==> src/rtl/gm_pkg.sv <==
// Shared types and constants for the guitar front-end note path.
package gm_pkg;

  localparam int GM_NOTE_W = 3;
  localparam logic [GM_NOTE_W-1:0] NOTE_OPEN = '0;

  typedef struct packed {
    logic                 on;
    logic [GM_NOTE_W-1:0] note;
  } note_event_t;

  typedef enum logic {
    IDLE,
    SOUNDING
  } enc_state_t;

endpackage

==> src/rtl/strum_note_encoder_if.sv <==
// Note-event handshake from the encoder (master) to the tone/synth stage (slave).
interface strum_note_encoder_if #(
  parameter int NOTE_W = 3
);
  logic              event_valid;
  logic              event_ready;
  logic              event_on;
  logic [NOTE_W-1:0] event_note;

  modport master (
    output event_valid,
    output event_on,
    output event_note,
    input  event_ready
  );

  modport slave (
    input  event_valid,
    input  event_on,
    input  event_note,
    output event_ready
  );
endinterface

==> src/rtl/strum_note_encoder_fret_priority_encoder.sv <==
// Highest pressed fret wins; code is fret index + 1, 0 when nothing is pressed.
module fret_priority_encoder
  import gm_pkg::*;
#(
  parameter int NUM_FRETS = 5,
  parameter int NOTE_W    = 3
) (
  input  logic [NUM_FRETS-1:0] fret_level,
  output logic [NOTE_W-1:0]    code
);

  always_comb begin
    code = NOTE_OPEN;
    for (int i = 0; i < NUM_FRETS; i++) begin
      if (fret_level[i]) code = NOTE_W'(i + 1);
    end
  end

endmodule

==> src/rtl/strum_note_encoder.sv <==
// Turns strum/mute pulses and fret levels into note-on/off events with a
// sustain timeout and a one-entry overwrite-on-full event register.
//
// state    | meaning
// IDLE     | no note sounding, strum starts one
// SOUNDING | note active, sustain counter running down to 1
module strum_note_encoder
  import gm_pkg::*;
#(
  parameter int NUM_FRETS      = 5,
  parameter int NOTE_W         = 3,
  parameter int SUSTAIN_CYCLES = 50000,
  parameter int SUS_W          = 16,
  parameter int DROP_W         = 8
) (
  input  logic                 clk,
  input  logic                 reset_n,
  input  logic [NUM_FRETS-1:0] fret_level,
  input  logic                 strum_pos,
  input  logic                 mute_pos,
  strum_note_encoder_if.master evt,
  output logic                 sounding,
  output logic [NOTE_W-1:0]    active_note,
  output logic [DROP_W-1:0]    dropped_count
);

  localparam logic [SUS_W-1:0] SUS_LOAD = SUS_W'(SUSTAIN_CYCLES);
  localparam logic [SUS_W-1:0] SUS_LAST = SUS_W'(1);

  enc_state_t        state_q, state_d;
  logic [SUS_W-1:0]  sus_q, sus_d;
  logic [NOTE_W-1:0] note_q, note_d;
  logic [NOTE_W-1:0] fret_code;
  logic              queue;
  note_event_t       q_evt;
  note_event_t       pend_q;
  logic              valid_q;
  logic [DROP_W-1:0] drop_q;
  logic              accept;

  fret_priority_encoder #(
    .NUM_FRETS (NUM_FRETS),
    .NOTE_W    (NOTE_W)
  ) u_fret_enc (
    .fret_level (fret_level),
    .code       (fret_code)
  );

  // Mute beats strum; strum beats sustain expiry.
  always_comb begin
    state_d = state_q;
    sus_d   = sus_q;
    note_d  = note_q;
    queue   = 1'b0;
    q_evt   = '0;
    case (state_q)
      IDLE: begin
        if (strum_pos && !mute_pos) begin
          state_d    = SOUNDING;
          note_d     = fret_code;
          sus_d      = SUS_LOAD;
          queue      = 1'b1;
          q_evt.on   = 1'b1;
          q_evt.note = fret_code;
        end
      end
      SOUNDING: begin
        if (mute_pos || (!strum_pos && sus_q == SUS_LAST)) begin
          state_d    = IDLE;
          note_d     = NOTE_OPEN;
          sus_d      = '0;
          queue      = 1'b1;
          q_evt.on   = 1'b0;
          q_evt.note = note_q;
        end else if (strum_pos) begin
          note_d     = fret_code;
          sus_d      = SUS_LOAD;
          queue      = 1'b1;
          q_evt.on   = 1'b1;
          q_evt.note = fret_code;
        end else begin
          sus_d = sus_q - 1'b1;
        end
      end
      default: state_d = IDLE;
    endcase
  end

  always_ff @(posedge clk or negedge reset_n) begin
    if (!reset_n) begin
      state_q <= IDLE;
      sus_q   <= '0;
      note_q  <= NOTE_OPEN;
    end else begin
      state_q <= state_d;
      sus_q   <= sus_d;
      note_q  <= note_d;
    end
  end

  assign accept = valid_q && evt.event_ready;

  // A new event replaces an unaccepted one; that loss is counted.
  always_ff @(posedge clk or negedge reset_n) begin
    if (!reset_n) begin
      valid_q <= 1'b0;
      pend_q  <= '0;
      drop_q  <= '0;
    end else if (queue) begin
      valid_q <= 1'b1;
      pend_q  <= q_evt;
      if (valid_q && !evt.event_ready && drop_q != '1) drop_q <= drop_q + 1'b1;
    end else if (accept) begin
      valid_q <= 1'b0;
    end
  end

  assign evt.event_valid = valid_q;
  assign evt.event_on    = pend_q.on;
  assign evt.event_note  = pend_q.note;
  assign sounding        = (state_q == SOUNDING);
  assign active_note     = note_q;
  assign dropped_count   = drop_q;

endmodule

==> src/flat_wrapper.sv <==
// flat-port wrapper written by rule: the top's interface ports become plain ports
module strum_note_encoder_flat import gm_pkg::*;
#(
  parameter int NUM_FRETS      = 5,
  parameter int NOTE_W         = 3,
  parameter int SUSTAIN_CYCLES = 50000,
  parameter int SUS_W          = 16,
  parameter int DROP_W         = 8
)
  (clk, reset_n, fret_level, strum_pos, mute_pos, sounding, active_note, dropped_count, evt_event_valid, evt_event_on, evt_event_note, evt_event_ready);
  strum_note_encoder_if #(.NOTE_W(NOTE_W)) evt_i ();
  input  logic clk;
  input  logic reset_n;
  input  logic [NUM_FRETS-1:0] fret_level;
  input  logic strum_pos;
  input  logic mute_pos;
  output logic sounding;
  output logic [NOTE_W-1:0] active_note;
  output logic [DROP_W-1:0] dropped_count;
  output wire logic [$bits(evt_i.event_valid)-1:0] evt_event_valid;
  output wire logic [$bits(evt_i.event_on)-1:0] evt_event_on;
  output wire logic [$bits(evt_i.event_note)-1:0] evt_event_note;
  input wire logic [$bits(evt_i.event_ready)-1:0] evt_event_ready;
  assign evt_event_valid = evt_i.event_valid;
  assign evt_event_on = evt_i.event_on;
  assign evt_event_note = evt_i.event_note;
  assign evt_i.event_ready = evt_event_ready;
  strum_note_encoder #(.NUM_FRETS(NUM_FRETS), .NOTE_W(NOTE_W), .SUSTAIN_CYCLES(SUSTAIN_CYCLES), .SUS_W(SUS_W), .DROP_W(DROP_W)) u_core (.clk(clk), .reset_n(reset_n), .fret_level(fret_level), .strum_pos(strum_pos), .mute_pos(mute_pos), .evt(evt_i), .sounding(sounding), .active_note(active_note), .dropped_count(dropped_count));
endmodule
==> config.mk <==
export PLATFORM = sky130hd
export DESIGN_NAME = strum_note_encoder_flat
export DESIGN_NICKNAME = d
export VERILOG_FILES = /design/src/rtl/gm_pkg.sv /design/src/rtl/strum_note_encoder_if.sv /design/src/rtl/strum_note_encoder_fret_priority_encoder.sv /design/src/rtl/strum_note_encoder.sv /design/src/flat_wrapper.sv
export SDC_FILE = /design/constraint.sdc
export NUM_CORES = 1
export LEC_CHECK = 0
export ABC_AREA = 1
export ABC_CLOCK_PERIOD_IN_PS = 1700
export CAP_MARGIN = 20
export CORE_MARGIN = 1
export CORE_UTILIZATION = 45
export CTS_CLUSTER_DIAMETER = 100
export DETAILED_ROUTE_END_ITERATION = 10
export PLACE_DENSITY = 0.78
export REMOVE_ABC_BUFFERS = 1
export SYNTH_ARGS = -nofsm -noshare
export SYNTH_HDL_FRONTEND = slang
export SYNTH_HIERARCHICAL = 1
export SYNTH_SLANG_ARGS = --single-unit
==> constraint.sdc <==
create_clock -name clk -period 1.7 [get_ports clk]
set_input_delay 0.17 -clock clk [delete_from_list [all_inputs] [get_ports clk]]
set_output_delay 0.17 -clock clk [all_outputs]
set_load 0.01 [all_outputs]
* Word-level counts from Yosys, hierarchy flattened
Index checks and enable logic that the tools add are counted.
** Word-level totals
- Register bits after elaboration :: 33
- Input bits :: 10
- Output and inout port bits :: 17
- Word-level logic and storage cells :: 51
** Operators by class
- Add/subtract/negate cells :: 2
- Equality and inequality tests :: 4
- Mux-type cells :: 25
- Bitwise operators :: 1
- Reductions and logical operators :: 12
** Operators with widths (count)
- 16-bit two-way mux :: 3
- 16-bit one-hot mux with 2 select lines :: 1
- 3-bit two-way mux :: 7
- 16-bit by 1-bit equality test with 1-bit output, second input constant :: 1
- 16-bit by 1-bit subtractor with 16-bit output, second input constant :: 1
- 4-bit two-way mux :: 3
- 8-bit by 1-bit adder with 8-bit output, second input constant :: 1
- 8-bit inequality test, second input constant :: 1
- 4-bit one-hot mux with 2 select lines :: 1
- 1-bit two-way mux :: 7
- 3-bit one-hot mux with 2 select lines :: 1
- 1-bit logical AND :: 5
- 1-bit one-hot mux with 2 select lines :: 2
- 2-bit AND reduction :: 2
- 1-bit zero test :: 3
- 3-bit inequality test, second input constant :: 1
- 2-bit by 1-bit inequality test with 1-bit output, second input constant :: 1
- 2-bit nonzero test :: 1
- 1-bit logical OR :: 1
- 1-bit inverter :: 1

* Logic depth before layout (Yosys ltp)
Gate-level depths: netlist (run 1).
- Depth in word-level cells :: 8
- Mapped depth :: 11
- Gate-level depth less buffers :: 11

* Modules after synthesis
The synthesis (run 1) kept the hierarchy.
** By module, submodules not included
- strum_note_encoder :: instances 1, cells each 244, area each 1869.3 um^2, sequential area each 825.8 um^2
- fret_priority_encoder :: instances 1, cells each 10, area each 47.5 um^2, sequential area each 0.0 um^2

* Worst setup path after synthesis (run 1)
OpenSTA, ideal clock, no wires.
- Path type :: register -> register
- Start point :: register u_core.drop_q[0], in the netlist u_core/dropped_count[0]
- End point :: register u_core.drop_q[2], in the netlist u_core/dropped_count[2]
- Arrival :: 1433 ps
- Data required time :: 1583 ps
- Slack :: 150 ps
- Cell stages (with the launch flop) :: 8
- Buffers on the path :: 0
- Clock period less this slack :: 1550 ps
- Cell sequence :: dfrtp_1 -> ha_1 -> nand3_1 -> nor2_1 -> a21oi_2 -> nand3_2 -> nand2_1 -> nand2_1
** On the way
- Longest elaborated chain between the ends :: 3
- Elaborated cells on any way between the ends :: 4
- Classes of those cells :: add/sub: 1; eq/ne: 1; reduce/logical: 2
** Ends and longest elaborated chain
- start, declared :: RTL line strum_note_encoder.sv:38 : logic [DROP_W-1:0] drop_q;
- start signal, assigned :: RTL line strum_note_encoder.sv:112 : if (valid_q && !evt.event_ready && drop_q != '1) drop_q <= drop_q + 1'b1;
- parallel branches: the longest is 3 deep, another holds 8-bit by 1-bit adder with 8-bit output
Parallel ways; which one is timed is not known.
A chain may end at the register's enable or synchronous reset.

* Worst setup path in the final report (run 1)
- Start point :: register u_core.drop_q[0], in the netlist u_core/dropped_count[0]
- End point :: register u_core.drop_q[5], in the netlist u_core/dropped_count[5]
The elaborated chain is that of the path after synthesis.

==> results of run 1 <==
-- layout make-up --
type,count,area [sq um],area share (%)
Multi-Input combinational cell,189,966,39.6
Timing Repair Buffer,39,358,14.7
Sequential cell,33,826,33.8
Inverter,29,109,4.46
Tap cell,50,62.6,2.56
Clock buffer,6,82.6,3.38
Clock inverter,2,37.5,1.54
-- cells by family after synthesis --
family	Yosys count	synth area share, %
compound gates	16	5.22
xor+xnor	10	4.57
fa+ha+maj	3	1.96
buf+inv	32	6.92
flops	33	43.1
simple gates	160	38.2
-- worst max-delay path by stage --
stage                               to  depth (start not counted)
6_report       u_core/dropped_count[5]                          7
5_1_grt        u_core/dropped_count[5]                          7
4_1_cts        u_core/dropped_count[5]                         11
3_5_place_dp   u_core/dropped_count[5]                          9
3_3_place_gp   u_core/dropped_count[4]                          9
2_1_floorplan  u_core/dropped_count[0]                          7
-- per-layer routing --
layer  global-route usage (%)  vias up  wire, microns
li1                         -      887              -
met1                     26.0      794           1950
met2                     33.0       45           2030
met3                     4.56        0            184
met4                     6.12        0              0
met5                        0        -              0
-- worst reg2reg max path, delay by kind of cell, from the launching register on --
kind | cells | cell delay, ns
buf+inv | 1 | 0.19
simple gates | 4 | 0.45
flops | 1 | 0.43
compound gates | 1 | 0.22
fa+ha+maj | 1 | 0.24
-- what timing repair did --
| action | CTS | global route |
|---|---|---|
| buffers inserted | 0 | 4 |
| resized for setup | 0 | 4 |
| setup endpoints to repair | 0 | 9 |
-- cells in the final DEF (no fill, tap or decap) --
| cell type | instances |
|---|---|
| ha_1 | 3 |
| a21o_1 | 1 |
| xnor2_1 | 4 |
| o21ai_0 | 4 |
| nand3b_1 | 1 |
| o22ai_1 | 4 |
| nand3_1 | 26 |
| inv_1 | 22 |
| nor3_1 | 1 |
| o21bai_1 | 2 |
| nand3_4 | 2 |
| nor2_1 | 22 |
| nand4_1 | 9 |
| dfrtp_1 | 33 |
| xor2_1 | 6 |
| a21oi_2 | 2 |
| buf_4 | 13 |
| nand2_2 | 9 |
| a21oi_1 | 3 |
| nor2_4 | 3 |
| bufinv_16 | 1 |
| clkbuf_8 | 6 |
| inv_2 | 7 |
| clkdlybuf4s50_1 | 26 |
| clkinvlp_4 | 1 |
| nand2_1 | 84 |
| nor2_2 | 3 |
-- where the power goes --
group / leakage [uW] / internal (uW) / switching, uW / total, uW
clock: 0.0000574 / 476 / 290 / 766
combinational: 0.000757 / 388 / 461 / 849
sequential: 0.000423 / 916 / 145 / 1060
total: 0.00124 / 1780 / 897 / 2680
-- registers in the layout, indices dropped and copies added, names as in the netlist --
signal,count
u_core/sus_q,16
u_core/dropped_count,8
u_core/active_note,3
u_core/evt.event_note,3
u_core/evt.event_on,1
u_core/evt.event_valid,1
u_core/sounding,1
-- Yosys cell counts --
| cell | number | share of area, % |
|---|---|---|
| ha_1 | 3 | 2.0 |
| nand3_4 | 1 | 0.91 |
| nand4_1 | 9 | 2.9 |
| xor2_1 | 6 | 2.7 |
| buf_6 | 1 | 0.59 |
| xnor2_1 | 4 | 1.8 |
| inv_2 | 6 | 1.2 |
| nor3_1 | 1 | 0.26 |
| a21oi_1 | 3 | 0.78 |
| nor2_2 | 3 | 0.98 |
| buf_4 | 1 | 0.39 |
| nor2_4 | 3 | 1.8 |
| o21bai_1 | 2 | 0.78 |
| nand2_2 | 9 | 2.9 |
| a21oi_2 | 2 | 0.91 |
| o21ai_0 | 4 | 1.0 |
| nand2_1 | 84 | 16 |
| dfrtp_1 | 33 | 43 |
| o22ai_1 | 4 | 1.3 |
| nand3_1 | 26 | 6.8 |
| a21o_1 | 1 | 0.39 |
| buf_2 | 1 | 0.26 |
| nand3b_1 | 1 | 0.39 |
| inv_1 | 23 | 4.5 |
| nand3_2 | 1 | 0.52 |
| nor2_1 | 22 | 4.3 |
-- per-stage QoR --
stage | worst slack (ns) | instances | area [sq um] | util (%)
global route | -0.00603 | 348 | 2440 | 60.2
finish | 0.0935 | 348 | 2440 | 60.2
global placement | 0.0909 | 336 | 2280 | 56.3
floorplan | 0.149 | 251 | 1890 | -
detailed placement | 0.0389 | 336 | 2280 | 56.3
CTS | 0.0846 | 344 | 2400 | 59.2
==> out/qor.yml, run 1 <==
grt_antenna_before_repair: 0
slowest_delay_ns: 0.43
n_antenna_cell: 0
nets: 310
crit_family: "simple AND/OR/NAND/NOR gates"
routed_wirelength_microns: 4170
cts_tree: "built"
total_power_uw: 2680
core_sq_um: 4060
cts_buffers: 5
dp_hpwl_microns: 2900
whs_ns: 0.293
cp-end-kind: "register"
setup_violations: 0
ant_nets: 0
drive_above_1_share_pct: 15.8
via_per_inst: 4.96
max_slew_margin_pct: 73.0
cts.sinks: 33
ys_ff_latch: 33
worst_slew_pin_slew_ns: 0.404
drt-wirelength-per-cell_microns: 12.0
hold_viol: 0
grt_overflow: 0
grt_pass1_wl_microns: 6800
drc: 0
leakagePower_uw: 0.00124
start_util_pct: 47.2
ys_seq_area_share_pct: 43.1
crit_fanout: 7
tns_ns: 0
rows: 23
syn2layout_area_growth_pct: 27.3
die_x_microns: 67.3
crit_buf_inv: 1
grt_pass1_vias: 1543
synth_cells: 254
slowest_stage: "dfrtp_1"
post-route-period-util_pct: 94.5
final_max_slew_viol_count: 0
syn_area_per_cell_sq_um: 7.55
clock_skew_ns: 0.00169
place.gp.congestion: 0.877
hp-class: "in -> async"
yosysUniqueCellTypes: 26
yosys_warnings: 6
fillCellCount: 346
first_pass_iters: 4
drt_first_iter_violations: 63
r2r_start: "u_core/dropped_count[0]"
cap_violations: 0
grt_usage_pct: 20.0
clk_pin_slew_ns: 0.07
grt_max_degree: 34
htree_levels: 2
crit_chain: "ha_1 > nand3_1 > nor2_1 > a21oi_2 > buf_4 > nand4_1 > nand2_1"
critPathLaunchType: "register"
die_h_microns: 67.3
num_io_pins: 27
startpoint: "u_core/dropped_count[0]"
fmax_mhz: 622
synth_area_sq_um: 1920
holdBufCountCts: 0
ctsLongestPathBuffers: 2
outcome: "finished clean"
reg2reg_slack_ns: 0.09
portBuffers: 26
crit_type: "reg -> reg"
cp.arrival_ns: 1.83
fin_crit_ns: 1.61
ir_drop_uv: 659
clock_latency_ns: 0.28
die_area_sq_um: 4520
powerDensity_nw_per_um2: 1100
cp_data_required_time_ns: 1.92
cts_root_buffer: "clkbuf_8"
vias: 1726
r2r_end: "u_core/dropped_count[5]"
worstRegToRegCells: 7
(Power assumes the default switching activity.)
==> inputs of run 2 (changes only) <==
- CTS_CLUSTER_SIZE: default -> 14
- SYNTH_HIERARCHICAL: 1 -> default
==> run 2 against run 1 <==
Global-route usage shrank 0.86 points. Count of clock-buffer cells in the layout is the same. Final area grew 0.56%. Power shrank 13%. Core utilization shrank 0.51 points. Sequential cell count is the same. Cell count shrank 5.2%. Clock power shrank 21%. Critical path type unchanged.
==> out/qor.yml, run 2 <==
outcome: "finished clean"
rsz0062_at_grt: "yes"
largest_register_ff_count: 16
synth_cells: 242
synth_top_cell_by_area: "dfrtp_1"
cap_violations: 0
syn2layout_area_growth_pct: 24.3
n_antenna_cell: 0
ant_nets: 0
fillCellCount: 376
ys_ff_latch: 33
grt_usage_pct: 19.1
final_common_cell: "nand2_1"
synth_area_sq_um: 1970
cts_root_buffer: "clkbuf_8"
p_sw_uw: 785
layout_setup_ws_ns: 0.0818
grt_pass1_vias: 1526
synth_edf_count: 0
slowest_stage: "dfrtp_1"
largest-register: "u_core.sus_q"
cpMostUsedCell: "nand2_8"
routedLengthMet1_microns: 1920
share_comb_of_total_power_pct: 29.9
crit_fanout: 8
first_pass_iters: 4
worst_slew_pin_slew_ns: 0.648
routed_wirelength_microns: 3850
dp_hpwl_microns: 2730
ir_drop_uv: 554
die_h_microns: 68.2
tns_ns: 0
crit_chain: "inv_2 > ha_4 > inv_2 > nor2_1 > nand2_1 > nor2_4 > nand2_4 > nand2_8 > nand2_8 > nand2_8 > nand2_8 > nand2_1 > nand2_1"
yosysUniqueCellTypes: 27
drt_first_iter_violations: 61
fin_crit_ns: 1.62
powerDensity_nw_per_um2: 945
hold_viol: 0
num_io_pins: 27
cp-end-kind: "register"
ys_seq_area_share_pct: 41.8
met2_length_microns: 1730
pre_cts_slack_ns: 0.0399
grt_overflow: 0
synth_area_leaders: "dfrtp_1 (42%), nand2_1 (14%), nand3_1 (6.6%)"
synth_flop_cell: "dfrtp_1"
clock_latency_ns: 0.29
portBuffers: 26
htree_levels: 2
post-route-period-util_pct: 95.2
cts_buffers: 5
drive_above_1_share_pct: 18.6
drt-wirelength-per-cell_microns: 11.7
ctsLongestPathBuffers: 2
final_max_slew_viol_count: 0
syn_area_per_cell_sq_um: 8.16
place.gp.congestion: 0.878
slowest_delay_ns: 0.41
setup_violations: 0
vias: 1619
clock_skew_ns: 0.0125
max_slew_margin_pct: 56.7
hp-class: "in -> async"
synthArstFlopShare_pct: 100
cts_tree: "built"
holdBufCountCts: 0
dr.max_layer_used: "met4"
yosys_warnings: 0
rows: 23
wl_met3_microns: 140
fmax_mhz: 618
drc: 0
grt_pass1_wl_microns: 6640
grt_antenna_before_repair: 0
core_sq_um: 4120
leakagePower_uw: 0.00119
cts.sinks: 33
power_frac_seq_pct: 43.9
die_area_sq_um: 4660
cp_data_required_time_ns: 1.88
nets: 293
clkPwrFrac_pct: 26.2
via_per_inst: 4.91
synth.top_cells.by_count: "nand2_1 (73), dfrtp_1 (33), nand3_1 (26)"
start_util_pct: 48.0
final_cell_mix: "nand2_1 (69), dfrtp_1 (32), nand3_1 (26), clkdlybuf4s50_1 (26)"
netSwitchingFraction_pct: 33.8
critPathLaunchType: "register"
grt_max_degree: 34
cp.arrival_ns: 1.80
clk_pin_slew_ns: 0.07
p_int_uw: 1530
crit_type: "reg -> reg"
synth_top_area_share_pct: 41.8
die_x_microns: 68.2
synth.most_common_cell: "nand2_1"
run 2: cell types whose count changed after synthesis, sizes merged, moves of 3 or more:
cell   before  now
inv        29   23
nand2      93   82
nand4       9    0
o21ai       4   19
o22ai       4    0
or2         0    3
xor2        6   11
run 2: cell families (layout without fill, tap and decap cells):
group                    count (synthesis)  after routing  synth area share (%)
adder cells (fa/ha/maj)                  3              3                  1.90
AND/OR/NAND/NOR                        144            145                  38.0
buffers and inverters                   24             61                  5.07
AO/OA/AOI/OAI                           25             25                  7.41
flip-flops                              33             33                  41.8
XOR/XNOR                                13             13                  5.77
run 2: timing repair:
item / 4_1_cts / 5_1_grt
resized for setup: 0 / 11
buffers inserted: 0 / 2
endpoints found under the setup margin: 0 / 11
run 2: final timing paths:
kind | from | end | slack, ns | depth (start not counted)
setup / recovery | u_core.sus_q[1] | u_core.dropped_count[7] | 0.08 | 13
hold / removal | reset_n | u_core.sus_q[12] | 0.28 | 2
setup reg to reg | u_core.sus_q[1] | u_core.dropped_count[7] | 0.08 | 13
hold reg to reg | u_core.evt.event_on | u_core.evt.event_on | 0.51 | 2
max in group asynchronous | reset_n | u_core.sus_q[0] | 1.10 | 2
min in group clk | u_core.evt.event_on | u_core.evt.event_on | 0.51 | 2
run 2: power groups by stage:
stage	registers, uW	logic (uW)	clock network, uW
2_1_floorplan	1040	388	0
3_3_place_gp	1030	661	0
3_5_place_dp	1030	671	0
4_1_cts	1020	676	625
5_1_grt	1040	783	657
6_report	1020	693	608
run 2: cell type report:
cell class	count	area [sq um]	share of cell area (%)
sequential	33	827	33.7
clock inverter	1	7.51	0.306
tap	50	62.6	2.55
clock buffer	6	82.6	3.36
multi-input combinational	186	1090	44.3
timing repair buffer	31	298	12.1
inverter	23	88.8	3.62
run 2: layer usage:
metal / global-route usage [%] / vias up
met5: 0 / -
met4: 7.03 / 0
met3: 5.00 / 6
met2: 30.3 / 28
met1: 24.9 / 729
li1: - / 856
run 2: metrics by stage:
| stage | area [sq um] | power [uW] | utilization [%] | cells | hold slack [ns] |
|---|---|---|---|---|---|
| after floorplan | 1960 | 1430 | - | 241 | -0.126 |
| after global placement | 2310 | 1690 | 56.1 | 320 | 0.469 |
| after detailed placement | 2310 | 1700 | 56.1 | 320 | 0.484 |
| after CTS | 2400 | 2320 | 58.3 | 327 | 0.295 |
| after global routing | 2450 | 2480 | 59.7 | 330 | 0.324 |
| final | 2450 | 2320 | 59.7 | 330 | 0.283 |
run 2: worst max-delay path: cells and delay by family, from the launching register on:
family                     cells  cell delay [ns]
buffers and inverters          2             0.12
adders and majority gates      1             0.13
and+or+nand+nor               10             0.85
DFF                            1             0.41
==> inputs of run 3 (changes only) <==
- CORE_MARGIN: 1 -> 4
==> run 3 against run 2 <==
Via count increased by 5.7%. Wire length increased by 11%. Highest routed layer unchanged. Final area decreased by 0.20%. Largest cell class unchanged. Combinational power increased by 5.9%. First-iteration DRC count increased by 62%. Largest power group unchanged. Fmax increased by 1.7%. Cell count increased by 1.2%. Sequential cell count unchanged.
==> out/qor.yml, run 3 (same netlist as run 2, synthesis figures left out) <==
cap_violations: 0
drt_first_iter_violations: 99
drc: 0
first_pass_iters: 4
portBuffers: 26
fillCellCount: 385
max_slew_margin_pct: 53.3
cp.arrival_ns: 1.77
fin_crit_ns: 1.59
n_antenna_cell: 0
core_sq_um: 4120
setup_violations: 0
reg2reg_slack_ns: 0.11
place.gp.congestion: 0.830
drt-wirelength-per-cell_microns: 12.8
grt_antenna_before_repair: 0
largest-register: "u_core.sus_q"
crit_type: "reg -> reg"
tns_ns: 0
via_per_inst: 5.13
post-route-period-util_pct: 93.6
cts_tree: "built"
routed_wirelength_microns: 4270
final_cell_mix: "nand2_1 (73), dfrtp_1 (32), nand3_1 (26), clkdlybuf4s50_1 (26), inv_1 (18)"
fin_util_pct: 59.5
grt_usage_pct: 16.4
die_h_microns: 74.2
design_area_sq_um: 2450
die_x_microns: 74.2
r2r_start: "u_core.sus_q[1]"
ir_drop_uv: 677
die_area_sq_um: 5510
grt_max_degree: 34
leakagePower_uw: 0.00121
cts.sinks: 33
clock_latency_ns: 0.29
critPathLaunchType: "register"
grt_overflow: 0
hold_viol: 0
grt_pass1_wl_microns: 6990
dp_hpwl_microns: 2970
cp_data_required_time_ns: 1.88
htree_levels: 2
largest_register_ff_count: 16
crit_fanout: 8
cts_root_buffer: "clkbuf_8"
grt_pass1_vias: 1549
clock_skew_ns: 0.00755
cts_buffers: 5
final_common_cell: "nand2_1"
worst_slew_pin_slew_ns: 0.697
outcome: "finished clean"
cp-end-kind: "register"
r2r_end: "u_core.dropped_count[6]"
ctsLongestPathBuffers: 2
worstRegToRegCells: 13
rows: 23
placed_cell_area_sq_um: 2310
total_power_uw: 2320
powerDensity_nw_per_um2: 945
clk_pin_slew_ns: 0.07
final_max_slew_viol_count: 0
holdBufCountCts: 0
syn2layout_area_growth_pct: 24.1
fmax_mhz: 628
hp-class: "in -> async"
start_util_pct: 48.0
vias: 1712
rsz0062_at_grt: "no"
ant_nets: 0
num_io_pins: 27
nets: 296
drive_above_1_share_pct: 16.9
[run 3: changes by cell type in the layout (fill, tap and decap cells not counted), sizes merged]
cell / change
a31oi: +1
buf: +2
clkbuf: -1
clkinv: +2
[run 3: layer usage]
layer	track usage (%)	up-vias	wire length, microns
li1	-	861	-
met1	21.6	806	1970
met4	4.15	0	46
met3	5.27	6	168
met2	26.3	39	2090
met5	0	-	0
[run 3: how the worst max path moves through the flow]
stage	start	endpoint	slack (ns)	cells after the start
final	u_core.sus_q[1]	u_core.dropped_count[6]	0.11	13
after global routing	u_core.sus_q[1]	u_core.dropped_count[5]	0.01	13
after CTS	u_core.sus_q[1]	u_core.dropped_count[6]	0.07	13
after detailed placement	strum_pos	u_core.sus_q[5]	-0.01	6
after global placement	strum_pos	u_core.dropped_count[2]	0.08	11
after floorplan	u_core.sus_q[1]	u_core.dropped_count[6]	0.22	13
[run 3: repair_timing]
action                                  in CTS  in global routing
resized for setup                            0                  2
endpoints found under the setup margin       0                  8
buffers inserted                             0                  4
[run 3: final cells by class]
cell class / count / area (sq um) / share of cell area (%)
multi-input cells: 187 / 1070 / 43.8
flip-flops and latches: 33 / 827 / 33.8
repair buffers: 33 / 313 / 12.8
inverters: 23 / 88.8 / 3.63
clock buffers: 5 / 68.8 / 2.81
well taps: 50 / 62.6 / 2.55
clock inverters: 3 / 17.5 / 0.715
[run 3: stage by stage]
stage / setup WS (ns) / hold slack, ns / instances
2_1_floorplan: 0.224 / -0.126 / 241
3_3_place_gp: 0.0834 / 0.466 / 320
3_5_place_dp: -0.0118 / 0.468 / 320
4_1_cts: 0.0744 / 0.302 / 328
5_1_grt: 0.0124 / 0.320 / 334
6_report: 0.109 / 0.290 / 334
[run 3: worst max-delay path, stage by stage (launching register included)]
cell	delay (ns)
dfrtp_1	0.40
inv_2	0.07
ha_1	0.13
inv_1	0.04
nor2_1	0.09
nand2_1	0.10
nor2_4	0.10
nand2_4	0.07
nand2_8	0.09
nand2_8	0.09
nand2_8	0.11
nand2_8	0.07
nand2_1	0.07
nand2_1	0.05
[run 3: where the power goes]
group	leakage, uW	internal [uW]	switching (uW)
sequential	0.000424	893	116
combinational	0.000738	343	391
clock	0.0000439	282	291
total	0.00121	1520	798
